## config.mk

```make
export PLATFORM = sky130hd
export DESIGN_NAME = ibex_rf_ecc_scrubber_flat
export DESIGN_NICKNAME = d
export VERILOG_FILES = /design/src/rtl/ibex_ecc_pkg.sv /design/src/rtl/ibex_rf_ecc_scrubber_if.sv /design/src/rtl/ibex_secded_39_32_check.sv /design/src/rtl/ibex_rf_ecc_scrubber.sv /design/src/flat_wrapper.sv
export SDC_FILE = /design/constraint.sdc
export NUM_CORES = 1
export LEC_CHECK = 0
export BUFFER_PORTS_ARGS = -buffer_cell sky130_fd_sc_hd__buf_2
export CAP_MARGIN = 30
export CORE_ASPECT_RATIO = 2
export CORE_MARGIN = 2
export CORE_UTILIZATION = 50
export DETAILED_ROUTE_END_ITERATION = 8
export PLACE_DENSITY = 0.83
export SYNTH_ARGS = -nofsm -noshare
export SYNTH_HDL_FRONTEND = slang
export SYNTH_SLANG_ARGS = --single-unit
```

## constraint.sdc

```tcl
create_clock -name clk_i -period 6.3 [get_ports clk_i]
set_input_delay 0.945 -clock clk_i [delete_from_list [all_inputs] [get_ports clk_i]]
set_output_delay 0.945 -clock clk_i [all_outputs]
set_load 0.03 [all_outputs]
```

## src/rtl/ibex_ecc_pkg.sv

```systemverilog
// Shared definitions for the 39/32 Hsiao SEC-DED register-file code and its scrubber.
package ibex_ecc_pkg;

    localparam int unsigned DataW = 32;
    localparam int unsigned ChkW  = 7;
    localparam int unsigned CodeW = DataW + ChkW;
    localparam int unsigned AddrW = 5;

    // Row k selects the data bits that feed check bit k.
    localparam logic [ChkW-1:0][DataW-1:0] H_MASK = {
        32'h5403FF10, 32'h8B503E88, 32'hA2BBC244, 32'h7D9C4422,
        32'hC06C89E1, 32'h13E5101F, 32'h2C0221FF
    };

    typedef logic [DataW-1:0][ChkW-1:0] col_syn_t;

    function automatic col_syn_t build_col_syn();
        col_syn_t tbl;
        tbl = '0;
        for (int j = 0; j < DataW; j++) begin
            for (int k = 0; k < ChkW; k++) begin
                tbl[j][k] = H_MASK[k][j];
            end
        end
        return tbl;
    endfunction

    // Syndrome produced by a single flip of data bit j.
    localparam col_syn_t COL_SYN = build_col_syn();

    typedef enum logic [1:0] {
        ScrubIdle,
        ScrubRead,
        ScrubCheck,
        ScrubWrite
    } scrub_state_e;

endpackage

```

## src/rtl/ibex_rf_ecc_scrubber_if.sv

```systemverilog
// Register-file side of the scrubber: spare read port, shared write-back port, core write snoop.
interface ibex_rf_ecc_scrubber_if;
    import ibex_ecc_pkg::*;

    logic             rf_req_o;
    logic             rf_gnt_i;
    logic [AddrW-1:0] rf_addr_o;
    logic [CodeW-1:0] rf_rdata_i;
    logic             wb_req_o;
    logic             wb_gnt_i;
    logic [CodeW-1:0] wb_wdata_o;
    logic             core_we_i;
    logic [AddrW-1:0] core_waddr_i;

    modport master (
        output rf_req_o, rf_addr_o, wb_req_o, wb_wdata_o,
        input  rf_gnt_i, rf_rdata_i, wb_gnt_i, core_we_i, core_waddr_i
    );

    modport slave (
        input  rf_req_o, rf_addr_o, wb_req_o, wb_wdata_o,
        output rf_gnt_i, rf_rdata_i, wb_gnt_i, core_we_i, core_waddr_i
    );

endinterface

```

## src/rtl/ibex_secded_39_32_check.sv

```systemverilog
// Combinational Hsiao 39/32 checker: syndrome, corrected codeword and SEC/DED flags.
module ibex_secded_39_32_check
    import ibex_ecc_pkg::*;
(
    input  logic [CodeW-1:0] i_code,
    output logic [ChkW-1:0]  o_syndrome,
    output logic [CodeW-1:0] o_corrected,
    output logic             o_sec,
    output logic             o_ded
);

    logic [DataW-1:0] w_data;
    logic [ChkW-1:0]  w_chk;
    logic [ChkW-1:0]  w_syn;
    logic [DataW-1:0] w_dataFlip;
    logic [ChkW-1:0]  w_chkFlip;
    logic             w_oddWeight;

    assign w_data = i_code[DataW-1:0];
    assign w_chk  = i_code[CodeW-1:DataW];

    always_comb begin
        w_syn = '0;
        for (int k = 0; k < ChkW; k++) begin
            w_syn[k] = (^(w_data & H_MASK[k])) ^ w_chk[k];
        end
    end

    assign w_oddWeight = ^w_syn;

    // Every data column has odd weight, so an even syndrome can never be a single data flip.
    always_comb begin
        w_dataFlip = '0;
        for (int j = 0; j < DataW; j++) begin
            w_dataFlip[j] = w_oddWeight && (w_syn == COL_SYN[j]);
        end
    end

    assign w_chkFlip   = $onehot(w_syn) ? w_syn : '0;
    assign o_syndrome  = w_syn;
    assign o_corrected = {w_chk ^ w_chkFlip, w_data ^ w_dataFlip};
    assign o_sec       = (|w_dataFlip) || (|w_chkFlip);
    assign o_ded       = (w_syn != '0) && !o_sec;

endmodule

```

## src/rtl/ibex_rf_ecc_scrubber.sv

```systemverilog
// Background scrubber: walks the ECC register file, reports SEC/DED events and writes back
// corrected codewords, yielding to core writes that hit the word being scrubbed.
module ibex_rf_ecc_scrubber
    import ibex_ecc_pkg::*;
#(
    parameter bit          RV32E     = 1'b0,
    parameter int unsigned IntervalW = 16,
    parameter int unsigned CntW      = 8
) (
    input  logic                   clk_i,
    input  logic                   rst_i,
    input  logic                   en_i,
    input  logic [IntervalW-1:0]   interval_i,
    ibex_rf_ecc_scrubber_if.master rf,
    output logic                   sec_o,
    output logic                   ded_o,
    output logic [AddrW-1:0]       err_addr_o,
    output logic [CntW-1:0]        sec_cnt_o,
    output logic [CntW-1:0]        ded_cnt_o,
    output logic                   pass_done_o
);

    localparam logic [AddrW-1:0] FirstAddr = 5'd1;
    localparam logic [AddrW-1:0] LastAddr  = RV32E ? 5'd15 : 5'd31;

    scrub_state_e        r_state;
    logic [AddrW-1:0]    r_addr;
    logic [IntervalW-1:0] r_interval;
    logic                r_coll;
    logic [CodeW-1:0]    r_wdata;
    logic [AddrW-1:0]    r_errAddr;
    logic [CntW-1:0]     r_secCnt;
    logic [CntW-1:0]     r_dedCnt;

    scrub_state_e        w_stateNext;
    logic [IntervalW-1:0] w_intervalNext;
    logic                w_collNext;
    logic                w_advance;
    logic                w_rfReq;
    logic                w_wbReq;
    logic                w_secEvt;
    logic                w_dedEvt;
    logic                w_collide;
    logic                w_lastAddr;
    logic [ChkW-1:0]     w_syndrome;
    logic [CodeW-1:0]    w_corrected;
    logic                w_chkSec;
    logic                w_chkDed;

    ibex_secded_39_32_check u_check (
        .i_code      (rf.rf_rdata_i),
        .o_syndrome  (w_syndrome),
        .o_corrected (w_corrected),
        .o_sec       (w_chkSec),
        .o_ded       (w_chkDed)
    );

    assign w_collide  = rf.core_we_i && (rf.core_waddr_i == r_addr);
    assign w_lastAddr = (r_addr == LastAddr);

    always_ff @(posedge clk_i) begin
        if (rst_i) begin
            r_state <= ScrubIdle;
        end else begin
            r_state <= w_stateNext;
        end
    end

    // A core write to the scrubbed word makes the read value stale: abandon the word silently.
    always_comb begin
        w_stateNext    = r_state;
        w_intervalNext = r_interval;
        w_collNext     = r_coll;
        w_advance      = 1'b0;
        w_rfReq        = 1'b0;
        w_wbReq        = 1'b0;
        w_secEvt       = 1'b0;
        w_dedEvt       = 1'b0;
        unique case (r_state)
            ScrubIdle: begin
                if (!en_i) begin
                    w_intervalNext = '0;
                end else if (r_interval >= interval_i) begin
                    w_intervalNext = '0;
                    w_stateNext    = ScrubRead;
                end else begin
                    w_intervalNext = r_interval + 1'b1;
                end
            end
            ScrubRead: begin
                w_rfReq = 1'b1;
                if (rf.rf_gnt_i) begin
                    w_stateNext = ScrubCheck;
                    w_collNext  = w_collide;
                end
            end
            ScrubCheck: begin
                w_collNext = 1'b0;
                if (r_coll || w_collide || (w_syndrome == '0)) begin
                    w_advance   = 1'b1;
                    w_stateNext = ScrubIdle;
                end else if (w_chkSec) begin
                    w_secEvt    = 1'b1;
                    w_stateNext = ScrubWrite;
                end else begin
                    w_dedEvt    = w_chkDed;
                    w_advance   = 1'b1;
                    w_stateNext = ScrubIdle;
                end
            end
            ScrubWrite: begin
                w_wbReq = !w_collide;
                if (rf.wb_gnt_i || w_collide) begin
                    w_advance   = 1'b1;
                    w_stateNext = ScrubIdle;
                end
            end
        endcase
    end

    always_ff @(posedge clk_i) begin
        if (rst_i) begin
            r_addr     <= FirstAddr;
            r_interval <= '0;
            r_coll     <= 1'b0;
            r_wdata    <= '0;
            r_errAddr  <= '0;
            r_secCnt   <= '0;
            r_dedCnt   <= '0;
        end else begin
            r_interval <= w_intervalNext;
            r_coll     <= w_collNext;
            if (w_advance) begin
                r_addr <= w_lastAddr ? FirstAddr : r_addr + 5'd1;
            end
            if (w_secEvt) begin
                r_wdata <= w_corrected;
            end
            if (w_secEvt || w_dedEvt) begin
                r_errAddr <= r_addr;
            end
            if (w_secEvt && (r_secCnt != '1)) begin
                r_secCnt <= r_secCnt + 1'b1;
            end
            if (w_dedEvt && (r_dedCnt != '1)) begin
                r_dedCnt <= r_dedCnt + 1'b1;
            end
        end
    end

    assign rf.rf_req_o   = w_rfReq;
    assign rf.rf_addr_o  = (r_state != ScrubIdle) ? r_addr : '0;
    assign rf.wb_req_o   = w_wbReq;
    assign rf.wb_wdata_o = r_wdata;
    assign sec_o         = w_secEvt;
    assign ded_o         = w_dedEvt;
    assign err_addr_o    = r_errAddr;
    assign sec_cnt_o     = r_secCnt;
    assign ded_cnt_o     = r_dedCnt;
    assign pass_done_o   = w_advance && w_lastAddr;

endmodule

```

## src/flat_wrapper.sv

```systemverilog
// flat-port wrapper written by rule: the top's interface ports become plain ports
module ibex_rf_ecc_scrubber_flat import ibex_ecc_pkg::*;
#(
    parameter bit          RV32E     = 1'b0,
    parameter int unsigned IntervalW = 16,
    parameter int unsigned CntW      = 8
)
  (clk_i, rst_i, en_i, interval_i, sec_o, ded_o, err_addr_o, sec_cnt_o, ded_cnt_o, pass_done_o, rf_rf_req_o, rf_rf_addr_o, rf_wb_req_o, rf_wb_wdata_o, rf_rf_gnt_i, rf_rf_rdata_i, rf_wb_gnt_i, rf_core_we_i, rf_core_waddr_i);
  ibex_rf_ecc_scrubber_if rf_i ();
  input  logic clk_i;
  input  logic rst_i;
  input  logic en_i;
  input  logic [IntervalW-1:0] interval_i;
  output logic sec_o;
  output logic ded_o;
  output logic [AddrW-1:0] err_addr_o;
  output logic [CntW-1:0] sec_cnt_o;
  output logic [CntW-1:0] ded_cnt_o;
  output logic pass_done_o;
  output wire logic [$bits(rf_i.rf_req_o)-1:0] rf_rf_req_o;
  output wire logic [$bits(rf_i.rf_addr_o)-1:0] rf_rf_addr_o;
  output wire logic [$bits(rf_i.wb_req_o)-1:0] rf_wb_req_o;
  output wire logic [$bits(rf_i.wb_wdata_o)-1:0] rf_wb_wdata_o;
  input wire logic [$bits(rf_i.rf_gnt_i)-1:0] rf_rf_gnt_i;
  input wire logic [$bits(rf_i.rf_rdata_i)-1:0] rf_rf_rdata_i;
  input wire logic [$bits(rf_i.wb_gnt_i)-1:0] rf_wb_gnt_i;
  input wire logic [$bits(rf_i.core_we_i)-1:0] rf_core_we_i;
  input wire logic [$bits(rf_i.core_waddr_i)-1:0] rf_core_waddr_i;
  assign rf_rf_req_o = rf_i.rf_req_o;
  assign rf_rf_addr_o = rf_i.rf_addr_o;
  assign rf_wb_req_o = rf_i.wb_req_o;
  assign rf_wb_wdata_o = rf_i.wb_wdata_o;
  assign rf_i.rf_gnt_i = rf_rf_gnt_i;
  assign rf_i.rf_rdata_i = rf_rf_rdata_i;
  assign rf_i.wb_gnt_i = rf_wb_gnt_i;
  assign rf_i.core_we_i = rf_core_we_i;
  assign rf_i.core_waddr_i = rf_core_waddr_i;
  ibex_rf_ecc_scrubber #(.RV32E(RV32E), .IntervalW(IntervalW), .CntW(CntW)) u_core (.clk_i(clk_i), .rst_i(rst_i), .en_i(en_i), .interval_i(interval_i), .rf(rf_i), .sec_o(sec_o), .ded_o(ded_o), .err_addr_o(err_addr_o), .sec_cnt_o(sec_cnt_o), .ded_cnt_o(ded_cnt_o), .pass_done_o(pass_done_o));
endmodule
```

# ---- Word level (Yosys, flattened, before mapping)
# Cells that the tools add are included.
dict set report totals {
  reg_bits 84
  inputBits 66
  output_inout_bits 70
  elab_cells 159
}
dict set report classes {
  n_addsub 10
  magnitude_cmp 1
  n_eq_ne 44
  mux 26
  bitwise 9
  reduce_logical 61
}
# operator n
set op_table {}
lappend op_table {{parity 32 bit} 7}
lappend op_table {{== test 7 bit, second input constant} 14}
lappend op_table {{== test 7 x 6 -> 1 bit, second input constant} 8}
lappend op_table {{== test 7 x 5 -> 1 bit, second input constant} 6}
lappend op_table {{logical AND 1 bit} 37}
lappend op_table {{two-way mux 16 bit} 2}
lappend op_table {{OR reduction 32 bit} 1}
lappend op_table {{bitwise XOR 32 bit} 1}
lappend op_table {{== test 7 x 4 -> 1 bit, second input constant} 3}
lappend op_table {{adder 16 x 1 -> 16 bit, second input constant} 1}
lappend op_table {{adder 8 x 1 -> 8 bit, second input constant} 2}
lappend op_table {{>= comparator 16 bit} 1}
lappend op_table {{!= test 8 bit, second input constant} 2}
lappend op_table {{two-way mux 1 bit} 12}
lappend op_table {{two-way mux 2 bit} 6}
lappend op_table {{two-way mux 5 bit} 2}
lappend op_table {{case mux 2 bit (4 select lines)} 1}
lappend op_table {{== test 7 x 3 -> 1 bit, second input constant} 1}
lappend op_table {{zero test 7 bit} 1}
lappend op_table {{two-way mux 7 bit} 1}
lappend op_table {{nonzero test 7 bit} 1}
lappend op_table {{OR reduction 7 bit} 1}
lappend op_table {{parity 7 bit} 1}
lappend op_table {{bitwise XOR 1 bit} 7}
lappend op_table {{20 further kinds} 32}

# ---- Longest topological paths before layout
dict set report logic_depth {
  word_depth 15
  ltp_mapped 18
  mapped_depth_nobuf 17
}

# ---- By module
# A second synthesis with hierarchy kept.
dict set report unflattened {
  cells_unflattened 728
  hier_area_um2 5906.9
}
# mod instances cells_each area_each_um2 seq_area_each_um2
set modules_own_cells {}
lappend modules_own_cells {ibex_rf_ecc_scrubber 1 504 4041.4 1681.6}
lappend modules_own_cells {ibex_secded_39_32_check 1 224 1865.5 0.0}

# ---- Worst setup path before layout
# No wires, ideal clock.
dict set report synth_path {
  path_type {input to output}
  from {input port rf_rf_rdata_i[27]}
  to {output port pass_done_o}
  arrival_time_ns 5.359
  t_required_ns 5.355
  path_slack_ns -0.004
  stages 15
  path_buffers 0
  path_cell_list {xor2_1 xnor3_1 xnor2_1 xor2_1 fa_1 fa_1 inv_1 fa_1 inv_1 fa_1 nor3_1 nor2_1 a21oi_2 a21oi_4 and2_1}
}
dict set report synth_between {
  elab_chain_cells 13
}
# item line
set synth_rtl {}
lappend synth_rtl {{start: declaration} flat_wrapper.sv:25} ;# input wire logic [$bits(rf_i.rf_rdata_i)-1:0] rf_rf_rdata_i;
lappend synth_rtl {{parity 32 bit} ibex_secded_39_32_check.sv:25} ;# w_syn[k] = (^(w_data & H_MASK[k])) ^ w_chk[k];
lappend synth_rtl {{bitwise XOR 1 bit} ibex_secded_39_32_check.sv:25}
lappend synth_rtl {{adder 1 x 1 -> 2 bit (implied by the code)} ibex_secded_39_32_check.sv:39} ;# assign w_chkFlip = $onehot(w_syn) ? w_syn : '0;
lappend synth_rtl {{adder 2 x 2 -> 3 bit (implied by the code) or adder 2 x 1 -> 3 bit (tied branches)} ibex_secded_39_32_check.sv:39}
lappend synth_rtl {{adder 3 bit (implied by the code)} ibex_secded_39_32_check.sv:39}
lappend synth_rtl {{== test 3 x 1 -> 1 bit} ibex_secded_39_32_check.sv:39}
lappend synth_rtl {{two-way mux 7 bit} ibex_secded_39_32_check.sv:39}
lappend synth_rtl {{OR reduction 7 bit} ibex_secded_39_32_check.sv:42} ;# assign o_sec = (|w_dataFlip) || (|w_chkFlip);
lappend synth_rtl {{logical OR 1 bit} ibex_secded_39_32_check.sv:42}
lappend synth_rtl {{two-way mux 1 bit} ibex_rf_ecc_scrubber.sv:102} ;# end else if (w_chkSec) begin
lappend synth_rtl {{two-way mux 1 bit *} ibex_rf_ecc_scrubber.sv:99} ;# if (r_coll || w_collide || (w_syndrome == '0)) begin
lappend synth_rtl {{case mux 1 bit (2 select lines) *} ibex_rf_ecc_scrubber.sv:79} ;# unique case (r_state)
lappend synth_rtl {{logical AND 1 bit *} ibex_rf_ecc_scrubber.sv:160} ;# assign pass_done_o = w_advance && w_lastAddr;
lappend synth_rtl {{end: declaration} flat_wrapper.sv:19} ;# output logic pass_done_o;
# Mark *: on every way between the ends. The rest lies on a longest branch, timed or not.

# ---- Final worst setup path
# Ends and elaborated chain as after synthesis.

==> results.rst <==
.. list-table::
   :header-rows: 1

   * - Metric
     - Value
   * - Result of the run
     - finished clean
   * - Number of hold-repair buffers added at the cts stage
     - 0
   * - Sequential fraction of design power
     - 0.187
   * - Count of maximum capacitance violations
     - 0
   * - Gp weighted congestion
     - 1.03
   * - Peak Freq
     - 0.164 GHz
   * - CP startpoint kind
     - input port
   * - Max Buffers Root-to-Sink
     - 2
   * - Most common flop cell mapped by yosys
     - sky130_fd_sc_hd__dfxtp_1
   * - Clock Skew
     - 0.00930 ns
   * - Area share of the largest cell type after synthesis
     - 0.285
   * - Clock network fraction of design power
     - 0.178
   * - Type of the worst setup path
     - input port to output pin
   * - Final Hold Slack
     - 0.495 ns
   * - Fill cell total of the finished layout
     - 1055
   * - VDD IR max
     - 0.587 mV
   * - Count of synthesis-stage warnings from yosys
     - 0
   * - Overall die area
     - 12700 µm²
   * - Number of routed nets with antenna violations
     - 0
   * - Non-Filler Instances
     - 978
   * - CTS tree
     - built
   * - Required time of the worst setup path
     - 5.35 ns
   * - Critical path capture point type
     - output pin
   * - Pins Over Slew Limit
     - 0
   * - Relative max-transition margin
     - 0.422
   * - Antenna cells
     - 0
   * - Pin slew with the least headroom to its limit
     - 0.861 ns
   * - Cell chosen for the clock root
     - sky130_fd_sc_hd__clkbuf_16
   * - Storage element area
     - 1680 µm²
   * - Post-synthesis cell area
     - 5900 µm²
   * - Starting utilization of the core area
     - 0.507
   * - Routed vias
     - 5524
   * - Fraction of layout instances using a drive strength above 1
     - 0.228
   * - Arrival time of the worst setup path
     - 5.15 ns
   * - Minimum clock period after layout
     - 6.10 ns
   * - Leakage dissipation
     - 3.06 nW
   * - PnR Total Power
     - 2.85 mW
   * - Setup repair after global routing missed its margin
     - false
   * - Vert. Die Dim
     - 158 µm
   * - Total global-route track usage
     - 0.266
   * - Core Region
     - 11600 µm²
   * - Total nets after synthesis
     - 797
   * - Average wire length per cell after detail routing
     - 17.1 µm
   * - Worst min-delay path class
     - register to register
   * - # clock sinks
     - 84
   * - Flop and latch count out of synthesis
     - 84
   * - Share of async-settable or async-resettable flops after synthesis
     - 0
   * - Iteration-0 DRC count of the detailed router
     - 362
   * - Total half-perimeter wirelength after legalization and detailed placement
     - 13.3 mm
   * - Skew-Pair Late Insertion Delay
     - 0.34 ns
   * - Switching fraction of total power
     - 0.476
   * - Placement row count
     - 56
   * - Maximum number of pins on one net before global-route repair
     - 88
   * - Area of combinational cells with multiple inputs
     - 3930 µm²
   * - Final setup vio count
     - 0
   * - Portion of the clock cycle consumed by the worst path in the final layout
     - 0.968
   * - Post-synth EDFFs
     - 0
   * - Die width
     - 80.8 µm
   * - Average vias per placed instance
     - 5.65
   * - Area growth syn-to-layout
     - 19.7%
   * - Per-instance average area after synthesis
     - 8.50 µm²
   * - # port buffers
     - 135
   * - Power per cell area
     - 404 nW/µm²
   * - Vias in the first global route
     - 5299
   * - Mapped Cells
     - 694
   * - Net switching power
     - 1.36 mW
   * - Total CTS buffers
     - 9
   * - Count of placed standard cells including taps
     - 959
   * - Internal power
     - 1.49 mW
   * - Antenna violations before repair
     - 0
   * - Clock-pin slew reported for the worst setup and hold paths after clock tree synthesis
     - 0.06 ns
   * - DRC violations left
     - 0
   * - Post-layout nets
     - 931
   * - Final setup TNS
     - 0 ns
   * - Part of the power in combinational logic
     - 0.635
   * - Worst Path Max Fanout
     - 3
   * - Share of the yosys chip area belonging to registers
     - 0.285
   * - H-tree depth
     - 3
   * - First-pass GRT wire length
     - 25.9 mm
   * - Final Hold Viols
     - 0
   * - Cells taking the most area after synthesis
     - sky130_fd_sc_hd__dfxtp_1 29%, sky130_fd_sc_hd__xnor2_1 10%, sky130_fd_sc_hd__ha_1 7.0%, sky130_fd_sc_hd__xor2_1 6.7%, sky130_fd_sc_hd__nor2_1 6.2%
   * - Yosys top cell by area
     - sky130_fd_sc_hd__dfxtp_1
   * - Count of cell types in the netlist
     - 61
   * - Top-level port count
     - 136
   * - Sum of overflow across all layers after global routing
     - 0
   * - Wire length reported by the detailed router
     - 16.7 mm
   * - Drt pass-1 iters
     - 5
layout by cell type (no fill, tap or decap), types with 15 or more instances in the layout:
master                     instances
sky130_fd_sc_hd__a211oi_1         40
sky130_fd_sc_hd__buf_2           135
sky130_fd_sc_hd__buf_4            19
sky130_fd_sc_hd__dfxtp_1          84
sky130_fd_sc_hd__ha_1             33
sky130_fd_sc_hd__inv_1            38
sky130_fd_sc_hd__nand2_1          43
sky130_fd_sc_hd__nand3_1          38
sky130_fd_sc_hd__nor2_1           97
sky130_fd_sc_hd__o21ai_0          15
sky130_fd_sc_hd__xnor2_1          67
sky130_fd_sc_hd__xor2_1           45
state kept, by name (all words and copies together) (netlist names):
register              count
u_core.r_addr             5
u_core.err_addr_o         5
u_core.r_interval        16
u_core.ded_cnt_o          8
u_core.rf.wb_wdata_o     39
u_core.r_state            2
u_core.r_coll             1
u_core.sec_cnt_o          8
through the flow:
step                      setup slack (ns)   util  area (µm²)
after floorplan                      0.227      -        5900
after global placement               0.267  0.580        6750
after detailed placement             0.183  0.580        6750
after CTS                            0.147  0.604        7030
after global routing               0.00796  0.606        7050
final                                0.204  0.606        7050
power by group through the flow:
stage | registers [mW] | logic, mW | clock network [mW]
2_1_floorplan | 0.544 | 1.18 | 0
3_3_place_gp | 0.544 | 1.67 | 0
3_5_place_dp | 0.544 | 1.70 | 0
4_1_cts | 0.532 | 1.72 | 0.514
5_1_grt | 0.532 | 1.94 | 0.540
6_report | 0.532 | 1.81 | 0.507
layout make-up:
cell class	count	share of cell area
flip-flops and latches	84	0.238
well taps	145	0.0257
inverters	38	0.0202
clock inverters	6	0.00656
clock buffers	10	0.0339
multi-input cells	540	0.556
repair buffers	155	0.119
final timing paths:
path,endpoint,slack (ns),cells past startpoint,from
worst max-delay path,pass_done_o,0.20,17,rf_rf_rdata_i[27]
worst min-delay path,u_core.r_interval[15],0.49,2,u_core.r_interval[15]
worst max register to register,u_core.r_interval[13],3.30,11,u_core.r_interval[0]
worst min register to register,u_core.r_interval[15],0.49,2,u_core.r_interval[15]
critical path, stage by stage:
cell and delay [ns]:
sky130_fd_sc_hd__buf_2 0.13, sky130_fd_sc_hd__xor2_1 0.24, sky130_fd_sc_hd__xnor3_1 0.45, sky130_fd_sc_hd__xnor2_1 0.25, sky130_fd_sc_hd__xor2_1 0.29, sky130_fd_sc_hd__fa_1 0.46, sky130_fd_sc_hd__fa_1 0.49, sky130_fd_sc_hd__inv_1 0.05
sky130_fd_sc_hd__fa_1 0.35, sky130_fd_sc_hd__inv_1 0.08, sky130_fd_sc_hd__fa_1 0.44, sky130_fd_sc_hd__nor3_2 0.23, sky130_fd_sc_hd__nor2_1 0.08, sky130_fd_sc_hd__a21oi_2 0.22, sky130_fd_sc_hd__a21oi_4 0.08, sky130_fd_sc_hd__and2_1 0.18
sky130_fd_sc_hd__buf_2 0.17
routing by layer:
metal | GRT usage | routed length (µm) | vias to the layer above
met3 | 0.0442 | 957 | 60
met1 | 0.269 | 5750 | 2560
li1 | - | - | 2677
met4 | 0.153 | 931 | 0
met5 | 0 | 0 | -
met2 | 0.497 | 9050 | 227
synth_stat cells, types with 8 or more instances:
cell type and number:
sky130_fd_sc_hd__nor2_1 97, sky130_fd_sc_hd__dfxtp_1 84, sky130_fd_sc_hd__xnor2_1 67, sky130_fd_sc_hd__xor2_1 45
sky130_fd_sc_hd__nand2_1 43, sky130_fd_sc_hd__a211oi_1 40, sky130_fd_sc_hd__inv_1 38, sky130_fd_sc_hd__nand3_1 38
sky130_fd_sc_hd__ha_1 33, sky130_fd_sc_hd__clkbuf_1 23, sky130_fd_sc_hd__o21ai_0 15, sky130_fd_sc_hd__and3_1 13
sky130_fd_sc_hd__nand4_1 13, sky130_fd_sc_hd__a21oi_1 12, sky130_fd_sc_hd__mux2i_1 11, sky130_fd_sc_hd__nor3_1 9
sky130_fd_sc_hd__xnor3_1 9, sky130_fd_sc_hd__o311ai_0 8
cells by family after synthesis:
| logic type | count (synthesis) | synth area share |
|---|---|---|
| AO/OA/AOI/OAI | 119 | 0.153 |
| XOR/XNOR | 123 | 0.208 |
| adder cells (fa/ha/maj) | 37 | 0.0836 |
| buffers and inverters | 70 | 0.0501 |
| flip-flops | 84 | 0.285 |
| multiplexers | 12 | 0.0225 |
| AND/OR/NAND/NOR | 249 | 0.198 |
what timing repair did:
action,in CTS,in global routing
buffers inserted,0,3
setup endpoints to repair,0,2
gates resized for setup,0,1
Note: power is estimated with default switching activity, not from simulation.
